[config.mk]
export PLATFORM = sky130hd
export DESIGN_NAME = tpu_sram_loader_flat
export DESIGN_NICKNAME = d
export VERILOG_FILES = /design/src/rtl/tpu_sram_loader_if.sv /design/src/rtl/tpu_sram_loader.sv /design/src/flat_wrapper.sv
export SDC_FILE = /design/constraint.sdc
export NUM_CORES = 1
export LEC_CHECK = 0
export CORE_UTILIZATION = 52
export CTS_CLUSTER_SIZE = 25
export DETAILED_ROUTE_END_ITERATION = 6
export PLACE_DENSITY_LB_ADDON = 0.12
export SLEW_MARGIN = 20
export SYNTH_ARGS = -nofsm -noshare
export SYNTH_HDL_FRONTEND = slang
export SYNTH_SLANG_ARGS = --single-unit
[constraint.sdc]
create_clock -name clk -period 5.7 [get_ports clk]
set_input_delay 1.14 -clock clk [delete_from_list [all_inputs] [get_ports clk]]
set_output_delay 1.14 -clock clk [all_outputs]
set_load 0.01 [all_outputs]
[src/rtl/tpu_sram_loader_if.sv]
// Host word stream plus the shared SRAM write port of the TPU SRAM loader.
// The loader owns the slave side: it consumes host words and drives the bank writes.
interface tpu_sram_loader_if #(
   parameter int SRAM_DATA_WIDTH = 32,
   parameter int ADDR_WIDTH      = 10,
   parameter int BANK_NUM        = 8
);
   logic [SRAM_DATA_WIDTH-1:0] in_data;
   logic                       in_valid;
   logic                       in_ready;
   logic [BANK_NUM-1:0]        sram_wen_w;
   logic [BANK_NUM-1:0]        sram_wen_d;
   logic [ADDR_WIDTH-1:0]      sram_waddr;
   logic [SRAM_DATA_WIDTH-1:0] sram_wdata;

   modport master (
      output in_data, in_valid,
      input  in_ready, sram_wen_w, sram_wen_d, sram_waddr, sram_wdata
   );

   modport slave (
      input  in_data, in_valid,
      output in_ready, sram_wen_w, sram_wen_d, sram_waddr, sram_wdata
   );
endinterface

[src/rtl/tpu_sram_loader.sv]
// Streams host words into 8 weight banks then 8 data banks (word n -> bank n%8, addr n/8),
// then starts the TPU core and waits for it to finish.
module tpu_sram_loader #(
   parameter int SRAM_DATA_WIDTH = 32,
   parameter int ADDR_WIDTH      = 10,
   parameter int BANK_NUM        = 8
) (
   input  logic                  clk,
   input  logic                  srstn,
   input  logic                  load_start,
   input  logic [ADDR_WIDTH:0]   load_len,
   input  logic                  load_abort,
   tpu_sram_loader_if.slave      bus,
   output logic                  tpu_start,
   input  logic                  tpu_done,
   output logic                  busy,
   output logic                  load_done
);
   typedef enum logic [2:0] {IDLE, LOAD_W, LOAD_D, START, WAIT_DONE} state_t;

   localparam logic [ADDR_WIDTH:0] MAX_LEN = {1'b1, {ADDR_WIDTH{1'b0}}};
   localparam logic [ADDR_WIDTH:0] LEN_ONE = {{ADDR_WIDTH{1'b0}}, 1'b1};

   state_t                     state_reg;
   logic [ADDR_WIDTH:0]        len_reg;
   logic [2:0]                 bank_idx_reg;
   logic [ADDR_WIDTH-1:0]      addr_cnt_reg;
   logic [BANK_NUM-1:0]        wen_w_reg;
   logic [BANK_NUM-1:0]        wen_d_reg;
   logic [ADDR_WIDTH-1:0]      waddr_reg;
   logic [SRAM_DATA_WIDTH-1:0] wdata_reg;
   logic                       tpu_start_reg;
   logic                       busy_reg;
   logic                       load_done_reg;

   logic                       loading;
   logic                       accept;
   logic                       last_word;
   logic [BANK_NUM-1:0]        bank_onehot;

   assign loading   = (state_reg == LOAD_W) || (state_reg == LOAD_D);
   assign accept    = bus.in_valid && loading;
   assign last_word = (bank_idx_reg == 3'd7) && ({1'b0, addr_cnt_reg} == (len_reg - LEN_ONE));

   generate
      for (genvar gi = 0; gi < BANK_NUM; gi++) begin : g_bank_sel
         assign bank_onehot[gi] = (bank_idx_reg == 3'(gi));
      end
   endgenerate

   always_ff @(posedge clk or negedge srstn) begin
      if (!srstn) begin
         state_reg     <= IDLE;
         len_reg       <= '0;
         bank_idx_reg  <= '0;
         addr_cnt_reg  <= '0;
         wen_w_reg     <= '0;
         wen_d_reg     <= '0;
         waddr_reg     <= '0;
         wdata_reg     <= '0;
         tpu_start_reg <= 1'b0;
         busy_reg      <= 1'b0;
         load_done_reg <= 1'b0;
      end else begin
         wen_w_reg     <= '0;
         wen_d_reg     <= '0;
         tpu_start_reg <= 1'b0;
         load_done_reg <= 1'b0;

         // An accepted word is always written, even when abort arrives in the same cycle.
         if (accept) begin
            if (state_reg == LOAD_W) wen_w_reg <= bank_onehot;
            else                     wen_d_reg <= bank_onehot;
            waddr_reg    <= addr_cnt_reg;
            wdata_reg    <= bus.in_data;
            bank_idx_reg <= bank_idx_reg + 3'd1;
            if (bank_idx_reg == 3'd7) addr_cnt_reg <= addr_cnt_reg + ADDR_WIDTH'(1);
         end

         case (state_reg)
            IDLE: begin
               if (load_start && (load_len != '0)) begin
                  len_reg      <= (load_len > MAX_LEN) ? MAX_LEN : load_len;
                  bank_idx_reg <= '0;
                  addr_cnt_reg <= '0;
                  state_reg    <= LOAD_W;
                  busy_reg     <= 1'b1;
               end
            end
            LOAD_W: begin
               if (load_abort) begin
                  state_reg <= IDLE;
                  busy_reg  <= 1'b0;
               end else if (accept && last_word) begin
                  bank_idx_reg <= '0;
                  addr_cnt_reg <= '0;
                  state_reg    <= LOAD_D;
               end
            end
            LOAD_D: begin
               if (load_abort) begin
                  state_reg <= IDLE;
                  busy_reg  <= 1'b0;
               end else if (accept && last_word) begin
                  state_reg <= START;
               end
            end
            // One cycle gap after the last write so it commits before the core starts.
            START: begin
               tpu_start_reg <= 1'b1;
               state_reg     <= WAIT_DONE;
            end
            WAIT_DONE: begin
               if (tpu_done) begin
                  load_done_reg <= 1'b1;
                  state_reg     <= IDLE;
                  busy_reg      <= 1'b0;
               end
            end
            default: begin
               state_reg <= IDLE;
               busy_reg  <= 1'b0;
            end
         endcase
      end
   end

   assign bus.in_ready   = loading;
   assign bus.sram_wen_w = wen_w_reg;
   assign bus.sram_wen_d = wen_d_reg;
   assign bus.sram_waddr = waddr_reg;
   assign bus.sram_wdata = wdata_reg;
   assign tpu_start      = tpu_start_reg;
   assign busy           = busy_reg;
   assign load_done      = load_done_reg;
endmodule

[src/flat_wrapper.sv]
// flat-port wrapper written by rule: the top's interface ports become plain ports
module tpu_sram_loader_flat 
#(
   parameter int SRAM_DATA_WIDTH = 32,
   parameter int ADDR_WIDTH      = 10,
   parameter int BANK_NUM        = 8
)
  (clk, srstn, load_start, load_len, load_abort, tpu_start, tpu_done, busy, load_done, bus_in_data, bus_in_valid, bus_in_ready, bus_sram_wen_w, bus_sram_wen_d, bus_sram_waddr, bus_sram_wdata);
  tpu_sram_loader_if #(.SRAM_DATA_WIDTH(SRAM_DATA_WIDTH), .ADDR_WIDTH(ADDR_WIDTH), .BANK_NUM(BANK_NUM)) bus_i ();
  input  logic clk;
  input  logic srstn;
  input  logic load_start;
  input  logic [ADDR_WIDTH:0] load_len;
  input  logic load_abort;
  output logic tpu_start;
  input  logic tpu_done;
  output logic busy;
  output logic load_done;
  input wire logic [$bits(bus_i.in_data)-1:0] bus_in_data;
  input wire logic [$bits(bus_i.in_valid)-1:0] bus_in_valid;
  output wire logic [$bits(bus_i.in_ready)-1:0] bus_in_ready;
  output wire logic [$bits(bus_i.sram_wen_w)-1:0] bus_sram_wen_w;
  output wire logic [$bits(bus_i.sram_wen_d)-1:0] bus_sram_wen_d;
  output wire logic [$bits(bus_i.sram_waddr)-1:0] bus_sram_waddr;
  output wire logic [$bits(bus_i.sram_wdata)-1:0] bus_sram_wdata;
  assign bus_i.in_data = bus_in_data;
  assign bus_i.in_valid = bus_in_valid;
  assign bus_in_ready = bus_i.in_ready;
  assign bus_sram_wen_w = bus_i.sram_wen_w;
  assign bus_sram_wen_d = bus_i.sram_wen_d;
  assign bus_sram_waddr = bus_i.sram_waddr;
  assign bus_sram_wdata = bus_i.sram_wdata;
  tpu_sram_loader #(.SRAM_DATA_WIDTH(SRAM_DATA_WIDTH), .ADDR_WIDTH(ADDR_WIDTH), .BANK_NUM(BANK_NUM)) u_core (.clk(clk), .srstn(srstn), .load_start(load_start), .load_len(load_len), .load_abort(load_abort), .bus(bus_i), .tpu_start(tpu_start), .tpu_done(tpu_done), .busy(busy), .load_done(load_done));
endmodule
==> results.json, run 1 <==
{
  "endpoint": "u_core.state_reg[0]$_DFFE_PN0P_",
  "report.final.setup_viol": 0,
  "gp_congestion": 0.8516,
  "initial_core_util": 0.5519,
  "cp_data_required_time_ns": 5.94,
  "ant_nets": 0,
  "vias": 2938,
  "fin_crit_sh": 0.6591,
  "clock_skew_ns": 0.007122,
  "ys_types": 51,
  "cp_slowest_stage_delay_ns": 0.77,
  "synthTopCellsByArea": "dfrtp_1, mux2_2, xnor2_1, nor3_1, ha_1",
  "post_cts_resized": 0,
  "cts_tree": "done",
  "dp_hpwl_microns": 6046,
  "leakagePower_nw": 2.245,
  "maxCapViolations": 0,
  "cp_num_buf_inv": 1,
  "drive_above_1_share": 0.1554,
  "diodes": 0,
  "drc_errors": 0,
  "syn-num-nets": 409,
  "yosys_warnings": 0,
  "largest_reg_flops": 32,
  "peakVddDrop_mv": 0.1779,
  "synth-seq-cells": 88,
  "hold_buffers": 0,
  "synth_ff_type": "dfrtp_1",
  "slew_violations": 0,
  "fillCellCount": 516,
  "dp_worst_setup_slack_ns": 1.612,
  "synth_edf_count": 0,
  "setup.worst_path.end_class": "flop",
  "rr_worst_depth": 8,
  "grt_overflow": 0,
  "worstReg2RegStart": "u_core.len_reg[0]$_DFFE_PN0P_",
  "synth-seq-area-share": 0.5386,
  "layout_setup_ws_ns": 1.943,
  "hold_violations": 0,
  "crit_family": "simple AND/OR/NAND/NOR gates",
  "finalCriticalPeriod_ns": 3.757,
  "synth_area_leader_cell": "dfrtp_1",
  "avgSynthCellArea_sq_um": 11.62,
  "ios": 111,
  "worstSetupPathType": "in -> reg",
  "regArea_sq_mm": 0.002202,
  "r2r-end": "u_core.addr_cnt_reg[3]$_DFF_PN0_",
  "antenna_found_initial": 0,
  "pwr_density_cell_mw_per_mm2": 309.1,
  "routed_wl_microns": 8435,
  "clock_latency_ns": 0.35,
  "r2r_slack_ns": 2.76,
  "cts_sinks": 88,
  "cts-root-buf": "clkbuf_8",
  "rows": 31,
  "ys_top_cells_by_count": "dfrtp_1, mux2_2, nand2_1",
  "grt_pass1_wl_microns": 14190,
  "min-delay-path-class": "reg -> reg",
  "critPathLaunchType": "input pin",
  "maxSlewHeadroom": 0.3054,
  "dr.pass1.iters": 4,
  "syn_inst": 352,
  "ys_async_sr_fraction": 1.000,
  "worstPathCellList": "clkdlybuf4s50_1 -> or4_1 -> o41ai_1 -> nor3_1 -> nand2b_1 -> o21ai_0 -> mux2_1",
  "wl_per_cell_microns": 15.17,
  "finalSetupTns_ns": 0,
  "die_h_microns": 90.68,
  "hp-start": "u_core.len_reg[10]$_DFFE_PN0P_",
  "die_area_sq_mm": 0.008222,
  "core-area_sq_mm": 0.007408,
  "area.growth.synth_to_final_pct": 32.80,
  "fmax_mhz": 266.2,
  "status": "complete, no violations",
  "io_buffers": 110,
  "cts_setup_buffers": 0,
  "grt_max_degree": 89,
  "clockBufferDepth": 2,
  "synth_top_area_share": 0.5386,
  "fin_nets": 509,
  "grt_pass1_vias": 2905,
  "rsz0062_at_grt": "false",
  "drt_iter0_markers": 83,
  "cts_inserted_buffers": 9,
  "crit_arrival_ns": 3.99,
  "cts-htree-levels": 3,
  "worst-path-stages": 7,
  "clkTransAtPathRegs_ns": 0.09,
  "netlist_area_sq_mm": 0.004089,
  "cp_slowest_cell": "o41ai_1",
  "synth_most_common_cell": "dfrtp_1",
  "tightestPinTransition_ns": 1.042,
  "grt_use_total": 0.2193,
  "critPathLaunch": "load_len[4]",
  "via_per_inst": 5.284,
  "dieWidth_microns": 90.68,
  "cp_max_fo": 20,
  "multi_input_area_sq_mm": 0.001788
}
worst min-delay path by stage:
stage	endpoint	slack, ns	cells past startpoint
after CTS	u_core.len_reg[10]$_DFFE_PN0P_	0.51	2
after detailed placement	u_core.len_reg[10]$_DFFE_PN0P_	0.49	2
final	u_core.len_reg[10]$_DFFE_PN0P_	0.51	2
after floorplan	u_core.len_reg[10]$_DFFE_PN0P_	0.47	2
after global routing	u_core.bus.sram_wdata[30]$_DFFE_PN0P_	0.53	1
after global placement	u_core.bus.sram_wdata[1]$_DFFE_PN0P_	0.49	1
per-layer routing:
| metal | vias to the layer above | track usage | wire (microns) |
|---|---|---|---|
| met3 | 11 | 0.04545 | 371 |
| met2 | 75 | 0.3561 | 4200 |
| li1 | 1421 | - | - |
| met5 | - | 0 | 0 |
| met1 | 1431 | 0.2902 | 3723 |
| met4 | 0 | 0.08333 | 141 |
where the power goes:
part	total [mW]	leakage, nW	internal (mW)	switching, mW
registers	0.772	1.14	0.708	0.0643
logic	0.476	1.01	0.266	0.210
clock network	0.430	0.0933	0.205	0.225
cell usage in the layout (no fill, tap or decap), types with 2 or more instances in the layout:
cell	instances
dfrtp_1	88
o21ai_1	5
xnor2_1	20
nand2_1	24
nor2_1	18
clkdlybuf4s50_1	109
o31ai_1	2
clkinvlp_4	2
a21oi_1	3
inv_1	5
nor4_4	2
nand3b_1	3
o211ai_1	2
ha_1	8
mux2i_1	2
nand2b_1	12
nor2b_1	3
a31oi_1	3
o21a_1	2
nor4_1	2
or3_1	3
or2_2	2
or4_1	2
nor3_1	22
and2_1	12
o41ai_1	2
clkbuf_8	9
and3b_1	2
mux2_2	42
o21ai_0	10
nand4_1	6
nand3_1	2
xor2_1	4
inv_6	2
kinds of logic (layout without fill, tap and decap cells):
family                     after synthesis  after routing  share of synthesized area
and+or+nand+nor                        127            127                     0.1781
DFF                                     88             88                     0.5386
muxes                                   45             45                     0.1233
AOI/OAI and AO/OA                       34             34                    0.05600
buffers and inverters                   26            131                    0.02815
xor gates and xnor gates                24             24                    0.05141
adders and majority gates                8              8                    0.02448
layout make-up:
class	instances	share of cell area
Clock buffer	10	0.02350
Multi-Input combinational cell	238	0.3293
Inverter	5	0.003456
Sequential cell	88	0.4055
Tap cell	99	0.02281
Clock inverter	6	0.01244
Timing Repair Buffer	110	0.2030
through the flow:
| stage | total power, mW | area, sq um | std cells | utilization | hold WS [ns] |
|---|---|---|---|---|---|
| floorplan | 1.032 | 4089 | 352 | - | 0.4671 |
| global placement | 1.245 | 5231 | 540 | 0.7061 | 0.4875 |
| detailed placement | 1.265 | 5231 | 540 | 0.7061 | 0.4892 |
| CTS | 1.698 | 5426 | 556 | 0.7325 | 0.5117 |
| global route | 1.774 | 5430 | 556 | 0.7330 | 0.5321 |
| finish | 1.679 | 5430 | 556 | 0.7330 | 0.5095 |
worst reg2reg max path: stages (launching register included):
cell and delay [ns]:
dfrtp_1 0.47, inv_1 0.11, ha_1 0.33, or4b_1 0.53
nor4_1 0.26, xnor2_1 0.24, nand4_2 0.19, nor4_4 0.53
nor3_1 0.12
Power figures use the tool's default switching activity.
==> inputs of run 2 (changes only) <==
CORE_UTILIZATION = 44   (was 52)
clock period = 3.2 ns   (was 5.7 ns; I/O delays follow)
==> results.json, run 2 (same netlist as run 1, synthesis figures left out) <==
{
  "grt_pass1_vias": 2991,
  "largest_reg_flops": 32,
  "initial_core_util": 0.4621,
  "post_cts_resized": 0,
  "clkTransAtPathRegs_ns": 0.09,
  "core-area_sq_mm": 0.008848,
  "hold_buffers": 0,
  "fin_crit_sh": 0.8481,
  "grt_pass1_wl_microns": 14770,
  "hold_violations": 0,
  "dp.cells": 554,
  "power_mw": 3.004,
  "dr_wl_met2_microns": 4309,
  "layoutNonFillerInstCount": 570,
  "report.final.setup_viol": 0,
  "die_area_sq_mm": 0.009683,
  "maxCapViolations": 0,
  "diodes": 0,
  "cp_slowest_stage_delay_ns": 0.52,
  "fin_area_sq_mm": 0.005483,
  "crit_arrival_ns": 2.95,
  "maxSlewHeadroom": 0.4703,
  "ant_nets": 0,
  "routed_wl_microns": 8739,
  "drive_above_1_share": 0.1645,
  "vias": 2991,
  "grt_use_total": 0.1929,
  "dr.pass1.iters": 6,
  "final_core_util": 0.6196,
  "cts_inserted_buffers": 9,
  "dr.max_layer_used": "met4",
  "slew_violations": 0,
  "cts_sinks": 88,
  "clock_skew_ns": 0.01063,
  "multi_input_area_sq_mm": 0.001779,
  "ios": 111,
  "area.growth.synth_to_final_pct": 34.09,
  "wl_per_cell_microns": 15.33,
  "setup.worst_path.end_class": "flop",
  "final_cell_mix": "clkdlybuf4s50_1, dfrtp_1, mux2_2",
  "fin_nets": 514,
  "drc_errors": 11,
  "grt_overflow": 0,
  "critPathLaunchType": "flop",
  "timing.hold.ws_ns": 0.3324,
  "wl_met1_microns": 3866,
  "cts-htree-levels": 3,
  "cp_data_required_time_ns": 3.44,
  "clock_latency_ns": 0.35,
  "layout_commonest_cell": "clkdlybuf4s50_1",
  "cp_max_fo": 9,
  "clockBufferDepth": 2,
  "dieWidth_microns": 98.40,
  "cts_tree": "done",
  "violations": "DRC",
  "cp_slowest_cell": "or4b_1",
  "post_dp_cell_area_sq_mm": 0.005284,
  "fmax_mhz": 368.5,
  "finalSetupTns_ns": 0,
  "io_buffers": 110,
  "grt_max_degree": 89,
  "pwr_density_cell_mw_per_mm2": 547.8,
  "regArea_sq_mm": 0.002202,
  "rsz0062_at_grt": "false",
  "tightestPinTransition_ns": 0.7945,
  "via_per_inst": 5.247,
  "peakVddDrop_mv": 0.2565,
  "antenna_found_initial": 0,
  "dp_worst_setup_slack_ns": 0.4123,
  "worstPathCellList": "inv_1 -> ha_1 -> or4b_1 -> nor4_1 -> xnor2_1 -> nand4_2 -> nor3_2 -> mux2_1",
  "wl_met3_microns": 453,
  "die_h_microns": 98.40,
  "cts-root-buf": "clkbuf_8",
  "crit_family": "simple AND/OR/NAND/NOR gates",
  "finalCriticalPeriod_ns": 2.714,
  "min-delay-path-class": "in -> async",
  "rows": 34,
  "dp_hpwl_microns": 6164,
  "worstSetupPathType": "reg -> reg",
  "layout_setup_ws_ns": 0.4860,
  "leakagePower_nw": 2.271,
  "drt_iter0_markers": 142,
  "fillCellCount": 728,
  "status": "finished with violations",
  "cp_num_buf_inv": 1,
  "cts_setup_buffers": 0,
  "gp_congestion": 0.8486
}
## run 2: layout make-up
class,count,share of cell area
flip-flops and latches,88,0.4016
multi-input cells,238,0.3245
repair buffers,115,0.2102
well taps,108,0.02465
clock buffers,10,0.02328
clock inverters,6,0.01232
inverters,5,0.003423
## run 2: routing by layer
metal,GRT usage,up-vias
met3,0.03078,9
met5,0,-
met2,0.3256,80
li1,-,1431
met4,0.07233,0
met1,0.2509,1471
## run 2: where the power goes
group	total, mW	switching [mW]	internal (mW)
clock	0.773	0.409	0.364
combinational	0.856	0.376	0.481
sequential	1.37	0.112	1.26
## run 2: final timing paths
kind	startpoint	endpoint	slack, ns	depth (start not counted)
hold / removal	srstn	u_core.bus.sram_wen_d[1]$_DFF_PN0_	0.33	1
max in group asynchronous	srstn	u_core.len_reg[9]$_DFFE_PN0P_	2.31	1
min in group clk	u_core.bus.sram_wdata[1]$_DFFE_PN0P_	u_core.bus.sram_wdata[1]$_DFFE_PN0P_	0.51	1
setup / recovery	u_core.len_reg[0]$_DFFE_PN0P_	u_core.state_reg[0]$_DFFE_PN0P_	0.49	8
hold reg to reg	u_core.bus.sram_wdata[1]$_DFFE_PN0P_	u_core.bus.sram_wdata[1]$_DFFE_PN0P_	0.51	1
setup reg to reg	u_core.len_reg[0]$_DFFE_PN0P_	u_core.state_reg[0]$_DFFE_PN0P_	0.49	8
